[src/rtl/uart_pkg.sv]
// Definitions shared by the UART transmit and receive paths: frame format,
// default bit timing and the receiver state encoding.
package uart_pkg;

    // Keep this in step with the transmitter so both ends change together.
    localparam int unsigned DEFAULT_CLKS_PER_BIT = 10416;

    // One start bit, eight data bits, one stop bit.
    localparam int unsigned FRAME_BITS = 10;
    localparam int unsigned DATA_BITS  = FRAME_BITS - 2;

    localparam logic [2:0] RX_IDLE      = 3'd0;
    localparam logic [2:0] RX_START     = 3'd1;
    localparam logic [2:0] RX_DATA      = 3'd2;
    localparam logic [2:0] RX_STOP      = 3'd3;
    localparam logic [2:0] RX_WAIT_IDLE = 3'd4;

    typedef enum logic [2:0] {
        ST_IDLE      = RX_IDLE,
        ST_START     = RX_START,
        ST_DATA      = RX_DATA,
        ST_STOP      = RX_STOP,
        ST_WAIT_IDLE = RX_WAIT_IDLE
    } rx_state_t;

endpackage

[src/rtl/uart_sync2.sv]
// Two-flop synchronizer for a single asynchronous input; the reset value is
// chosen per input so an idle line does not look active after reset.
module uart_sync2 #(
    parameter logic RESET_VAL = 1'b1
) (
    input  logic UART_CLK,
    input  logic reset,
    input  logic d,
    output logic q
);

    logic meta;

    // NOTE: non-blocking assignments let meta and q shift as a true pipeline;
    // blocking ones here would collapse the two stages into one.
    always_ff @(posedge UART_CLK) begin
        if (reset) begin
            meta <= RESET_VAL;
            q    <= RESET_VAL;
        end else begin
            meta <= d;
            q    <= meta;
        end
    end

endmodule

[src/rtl/uart_rx.sv]
// UART receiver, 8N1, LSB first: finds the start edge, samples each bit at its
// centre and reports a good byte or a framing error as a one-cycle pulse.
module uart_rx
    import uart_pkg::*;
#(
    parameter int unsigned CLKS_PER_BIT = DEFAULT_CLKS_PER_BIT
) (
    input  logic       UART_CLK,
    input  logic       reset,
    input  logic       rx,
    output logic [7:0] rx_data,
    output logic       rx_valid,
    output logic       frame_err,
    output logic       rx_busy
);

    localparam int unsigned HALF_BIT  = CLKS_PER_BIT / 2;
    localparam logic [15:0] HALF_LAST = 16'(HALF_BIT - 1);
    localparam logic [15:0] BIT_LAST  = 16'(CLKS_PER_BIT - 1);
    localparam logic [2:0]  LAST_IDX  = 3'(DATA_BITS - 1);

    if (CLKS_PER_BIT < 4 || CLKS_PER_BIT > 65535) begin : g_bad_clks_per_bit
        $error("uart_rx: CLKS_PER_BIT must lie in 4..65535");
    end

    rx_state_t   state;
    rx_state_t   next_state;
    logic        rx_s;
    logic        rx_s_d;
    logic [2:0]  primed;
    logic [15:0] clk_count;
    logic [2:0]  bit_idx;
    logic [7:0]  shift;
    logic        start_edge;
    logic        half_done;
    logic        bit_done;
    logic        stop_good;
    logic        stop_bad;

    uart_sync2 #(
        .RESET_VAL (1'b1)
    ) u_rx_sync (
        .UART_CLK (UART_CLK),
        .reset    (reset),
        .d        (rx),
        .q        (rx_s)
    );

    // The synchronizer outputs are reset values, not line samples, for the
    // first cycles after reset; primed blocks a false edge from a line held low.
    always_ff @(posedge UART_CLK) begin
        if (reset) begin
            rx_s_d <= 1'b1;
            primed <= '0;
        end else begin
            rx_s_d <= rx_s;
            primed <= {primed[1:0], 1'b1};
        end
    end

    assign start_edge = primed[2] && !rx_s && rx_s_d;
    assign half_done  = (clk_count == HALF_LAST);
    assign bit_done   = (clk_count == BIT_LAST);

    always_ff @(posedge UART_CLK) begin
        if (reset) begin
            state <= ST_IDLE;
        end else begin
            state <= next_state;
        end
    end

    // NOTE: next_state takes its default before the case, so every path through
    // this block assigns it and no latch is inferred.
    always_comb begin
        next_state = state;
        case (state)
            ST_IDLE:      if (start_edge) next_state = ST_START;
            ST_START:     if (half_done)  next_state = rx_s ? ST_IDLE : ST_DATA;
            ST_DATA:      if (bit_done && bit_idx == LAST_IDX) next_state = ST_STOP;
            ST_STOP:      if (bit_done)   next_state = rx_s ? ST_IDLE : ST_WAIT_IDLE;
            ST_WAIT_IDLE: if (rx_s)       next_state = ST_IDLE;
            default:                      next_state = ST_IDLE;
        endcase
    end

    always_comb begin
        rx_busy   = (state != ST_IDLE);
        stop_good = (state == ST_STOP) && bit_done && rx_s;
        stop_bad  = (state == ST_STOP) && bit_done && !rx_s;
    end

    always_ff @(posedge UART_CLK) begin
        if (reset) begin
            clk_count <= '0;
            bit_idx   <= '0;
            shift     <= '0;
            rx_data   <= '0;
            rx_valid  <= 1'b0;
            frame_err <= 1'b0;
        end else begin
            rx_valid  <= stop_good;
            frame_err <= stop_bad;
            if (stop_good) begin
                rx_data <= shift;
            end
            case (state)
                ST_START: begin
                    clk_count <= half_done ? 16'd0 : clk_count + 16'd1;
                    bit_idx   <= '0;
                end
                ST_DATA: begin
                    if (bit_done) begin
                        clk_count      <= '0;
                        shift[bit_idx] <= rx_s;
                        bit_idx        <= bit_idx + 3'd1;
                    end else begin
                        clk_count <= clk_count + 16'd1;
                    end
                end
                ST_STOP: begin
                    clk_count <= bit_done ? 16'd0 : clk_count + 16'd1;
                end
                default: begin
                    clk_count <= '0;
                    bit_idx   <= '0;
                end
            endcase
        end
    end

endmodule
[config.mk]
export PLATFORM = sky130hd
export DESIGN_NAME = uart_rx
export DESIGN_NICKNAME = d
export VERILOG_FILES = /design/src/rtl/uart_pkg.sv /design/src/rtl/uart_sync2.sv /design/src/rtl/uart_rx.sv
export SDC_FILE = /design/constraint.sdc
export NUM_CORES = 1
export LEC_CHECK = 0
export ABC_AREA = 1
export CAP_MARGIN = 0
export CORE_UTILIZATION = 60
export CTS_BUF_LIST = sky130_fd_sc_hd__clkbuf_8 sky130_fd_sc_hd__clkbuf_16
export CTS_CLUSTER_DIAMETER = 30
export DETAILED_ROUTE_END_ITERATION = 7
export GPL_TIMING_DRIVEN = 0
export HOLD_SLACK_MARGIN = 0.12
export MAX_ROUTING_LAYER = met4
export PLACE_DENSITY = 0.93
export SYNTH_ARGS = -nofsm -noshare
export SYNTH_HDL_FRONTEND = slang
export SYNTH_SLANG_ARGS = --single-unit
[constraint.sdc]
create_clock -name UART_CLK -period 3.3 [get_ports UART_CLK]
set_input_delay 0.33 -clock UART_CLK [delete_from_list [all_inputs] [get_ports UART_CLK]]
set_output_delay 0.33 -clock UART_CLK [all_outputs]
set_load 0.02 [all_outputs]
# == Word level (Yosys, flattened, before mapping) ==
# Index checks and enable logic that the tools add are counted.
# classes
n_addsub,2
multipliers,0
div_mod_pow,0
magnitude_cmp,2
n_eq_ne,13
shifts,0
mux,17
n_bitwise,1
reduce_logical,14
# ops
cell,count
16-bit 2-to-1 mux,2
16-bit case mux with 2 select lines,1
3-bit 2-to-1 mux,7
16-bit by 1-bit adder with 16-bit output (second input constant),1
16-bit by 13-bit == test with 1-bit output (second input constant),1
16-bit by 14-bit == test with 1-bit output (second input constant),1
3-bit case mux with 5 select lines,1
2-bit inequality test (second input constant),5
8-bit bitwise mux,1
1-bit logical AND,7
3-bit by 2-bit == test with 1-bit output (second input constant),2
3-bit == test (second input constant),2
3-bit case mux with 2 select lines,1
5-bit AND reduction,1
3-bit by 4-bit less-than comparator with 1-bit output (second input constant),1
2-bit AND reduction,2
3-bit by 1-bit adder with 3-bit output (second input constant),1
1-bit demux with 3-bit select,1
3-bit by 1-bit == test with 1-bit output (second input constant),1
3-bit by 1-bit >= comparator with 1-bit output (second input constant),1
3-bit logical NOT,1
3-bit nonzero test,1
1-bit 2-to-1 mux,2
2-bit 2-to-1 mux,1
other kinds (4),4
# word_totals
reg_bits,46
latch_bits,0
mem_bits_rw,0
mem_bits_ro,0
input_bits,3
output_inout_bits,11
word_cells,61
mem_count,0

# == Longest topological paths before layout ==
# depth
word_depth,5
mapped_depth,11
ltp_nobuf,11

# == By module ==
# Synthesis repeated with hierarchy kept, for this count alone.
# unflattened
cells_unflattened,295
hier_area_um2,2184.6
# modules_own_cells
mod,n_inst,cells_each,area_per_inst_um2
uart_rx,1,288,2125.8
uart_sync2,1,7,58.8

# == Least setup slack after synthesis ==
# No wires, ideal clock.
# synth_path
kind,register to register
start,register clk_count[0]
end,register clk_count[14]
setup_time_ns,0.121
t_arrival_ns,1.352
required_ns,3.179
slack_ns,1.827
stages_incl_launch_ff,9
path_buffers,0
period_less_slack_ns,1.473
cell_sequence,dfxtp_1 > ha_1 > nand3_2 > nor2_1 > nand2_1 > nor2_2 > nand2_1 > nor3_1 > nor3_2
# synth_via
elab_chain_len,3
word_cells_on_any_way,6
# synth_rtl
item,line,rtl
from (decl),uart_rx.sv:31,logic [15:0] clk_count;
from (signal assigned),uart_rx.sv:109,clk_count <= half_done ? 16'd0 : clk_count + 16'd1;
from (signal assigned),uart_rx.sv:118,clk_count <= clk_count + 16'd1;
from (signal assigned),uart_rx.sv:122,clk_count <= bit_done ? 16'd0 : clk_count + 16'd1;
"16-bit by 1-bit adder with 16-bit output, or another cell as far along","uart_rx.sv:109, uart_rx.sv:118, uart_rx.sv:122",
16-bit 2-to-1 mux (on tied branches),"uart_rx.sv:113, uart_rx.sv:122, uart_rx.sv:109",
16-bit case mux with 2 select lines *,uart_rx.sv:107,case (state)
# Every way passes the cells marked *; elsewhere a longest branch is shown, timed or not.
# A chain may end at the register's enable or synchronous reset.

# == Worst setup path after layout ==
# layout_path
start,register state[1]
end,output rx_busy
# layout_via
elab_chain_len,1
# layout_rtl
item,line,rtl
from (decl),uart_rx.sv:26,rx_state_t state;
from (signal assigned),uart_rx.sv:69,state <= next_state;
3-bit nonzero test,uart_rx.sv:88,rx_busy = (state != ST_IDLE);
to (decl),uart_rx.sv:14,output logic rx_busy
# Every way passes these cells.

==> reports/results.ini <==
[setup_path]
crit_arrival_ns = 1.48
crit_slowest_cell = clkdlybuf4s50_1
crit_fanout = 5
max_stage_delay_ns = 0.60
crit_required_ns = 2.97
cp-start-kind = flip-flop
endpoint_kind = primary output
path_class = flip-flop to primary output
critical_path_buf_inv_count = 2
path_delay_family = buffers and inverters
cp_cell_sequence = inv_1 -> nand2_1 -> clkdlybuf4s50_1

[global_route]
grt_pass1_wl_mm = 7.07
grt_max_degree = 15
grt_usage_pct = 27.0
grt_pass1_vias = 1710
gr-total-overflow = 0
antenna_found_initial = 0

[synthesis]
synth.most_common_cell = nand2_1
synth_fp_nets = 284
synth_seq_cells = 46
synthArstFlopShare_pct = 0
synthTopCellsByCount = nand2_1, dfxtp_1, nor2_1
synth_ff_type = dfxtp_1
synth_area_per_cell_um2 = 7.57
synth_top_area_share_pct = 43.8
yosysTopAreaCell = dfxtp_1
yosysSeqAreaShare_pct = 43.8
syn_area_um2 = 2100
synth_edf_count = 0
synth_cell_types = 32
ys.warnings.count = 0
syn-instance-count = 278
synth_area_leaders = dfxtp_1, nand2_1, nor2_1

[route]
drt_iter0_markers = 99
dr.pass1.iters = 4
routed_wl_mm = 4.42
postRouteAntennaNets = 0
drcViolationCount = 0
routedWlPerCell_um = 12.8
via_per_inst = 5.35
via_count = 1846

[cells_and_area]
final_nets = 304
drive_gt1_share_pct = 13.4
num_antenna_cells = 0
fin_cells = 345
area.growth.synth_to_final_pct = 14.1

[clock_network]
clkTransAtPathRegs_ns = 0.09
cts.sinks = 46
clock_latency_ns = 0.30
cts_buffer_depth = 2
cts_tree = done
postCtsResizedCells = 0
htreeDepth = 2
cts_setup_buffers = 0
clockRootBuffer = clkbuf_8
cts_made_buffers = 5
holdBufCountCts = 0

[run]
drv_cap = 0

[timing]
hold_viol = 0
slew_viol_final = 0
layout_min_cycle_time_ns = 1.81
hold_slack_ns = 0.407
setup_violations = 0
max_freq_ghz = 0.554
rsz0062_at_grt = no
fin_skew_ns = 0.0101
period_share_pct = 54.7
slew_headroom_pct = 70.4
tightestPinTransition_ns = 0.445
postLayoutSetupSlackWorst_ns = 1.49
tns_ns = 0

[placed_design]
finalWeightedCongestion = 0.820
place_hpwl_mm = 3.10
pre_cts_ws_ns = 1.59
port-buffer-count = 13
place_inst = 337

[die]
die_h_um = 61.2
coreArea_um2 = 3340
io_pins = 14
fp-row-count = 21
die_w_um = 61.2
die_area_um2 = 3750
start_util_pct = 63.1

[outcome]
outcome = complete, no violations

[pwr]
cellLeakagePower_uw = 0.000911
power-per-cell-area_nw_per_um2 = 429
ir_worst_vdd_uv = 334
power.total_uw = 1030

[hold_path]
hp-class = flip-flop to flip-flop

-- area by class of cell --
cell class | instances | area [um^2]
clock inverters | 3 | 41.3
well taps | 46 | 57.6
plain buffers | 5 | 35.0
clock buffers | 5 | 68.8
repair buffers | 13 | 130
fillers | 269 | 935
flip-flops and latches | 46 | 921
inverters | 38 | 143
multi-input cells | 189 | 1010
-- per-stage QoR --
step	instance area, um^2	utilization (%)
2_1_floorplan	2100	-
3_3_place_gp	2290	68.7
3_5_place_dp	2290	68.7
4_1_cts	2400	72.0
5_1_grt	2400	72.0
6_report	2400	72.0
-- cell usage in the layout, fill, tap and decap left out --
master / count
clkbuf_8: 5
nand2_1: 48
nor3_1: 11
a21oi_2: 2
o21ai_2: 3
inv_2: 2
a21oi_1: 16
clkdlybuf4s50_1: 13
dfxtp_1: 46
nand3_2: 2
nor2_1: 41
nand2_4: 3
o21ai_0: 9
buf_2: 1
nand3_1: 11
buf_4: 2
buf_6: 1
nor4_1: 1
o21ai_1: 6
nor3b_1: 5
nor2_4: 4
bufinv_16: 1
ha_1: 3
or2_2: 3
xnor2_1: 2
clkinv_1: 2
nor2_2: 2
clkbuf_1: 1
nand4_1: 6
clkinvlp_4: 1
nand2_2: 3
a31oi_1: 2
nor3_2: 4
nor3_4: 1
inv_1: 35
xor2_1: 1
-- path summary, 6_finish.rpt --
| check | from | endpoint | slack (ns) | depth (start not counted) |
|---|---|---|---|---|
| min reg2reg | primed[0]$_DFF_P_ | primed[1]$_SDFF_PP0_ | 0.41 | 2 |
| min | primed[0]$_DFF_P_ | primed[1]$_SDFF_PP0_ | 0.41 | 2 |
| max | state[1]$_SDFFE_PP0P_ | rx_busy | 1.49 | 3 |
| max reg2reg | clk_count[0]$_SDFF_PP0_ | clk_count[14]$_SDFF_PP0_ | 1.59 | 8 |
-- state kept, by name, summed over array words and instances (netlist names) --
| name | cells |
|---|---|
| bit_idx | 3 |
| clk_count | 16 |
| frame_err | 1 |
| primed | 3 |
| rx_data | 8 |
| rx_s_d | 1 |
| rx_valid | 1 |
| shift | 8 |
| state | 3 |
| u_rx_sync.meta | 1 |
| u_rx_sync.q | 1 |
-- kinds of logic (layout without fill, tap and decap cells) --
group / Yosys count / after routing / share of synthesized area [%]
adder cells (fa/ha/maj): 3 / 3 / 1.78
flip-flops: 46 / 46 / 43.8
AO/OA/AOI/OAI: 38 / 38 / 10.0
AND/OR/NAND/NOR: 145 / 145 / 34.7
XOR/XNOR: 3 / 3 / 1.25
buffers and inverters: 43 / 64 / 8.44
-- power by group --
group	switching [uW]	leakage [uW]	internal, uW
clock network	195	0.0000556	223
registers	3.68	0.000372	560
logic	30.9	0.000483	17.1
-- worst register-to-register path, stage by stage, from the launching register on --
cell     delay [ns]
dfxtp_1        0.36
ha_1           0.23
nand3_2        0.15
nor2_1         0.24
nand2_1        0.11
nor2_2         0.14
nand2_1        0.12
nor3_1         0.20
nor3_2         0.07
-- layer usage --
layer | global-route usage, % | routed length, um
met5 | - | 0
met3 | 7.14 | 187
met2 | 42.7 | 2090
met1 | 30.7 | 2020
met4 | 15.3 | 131
Note: power is estimated with default switching activity, not from simulation.
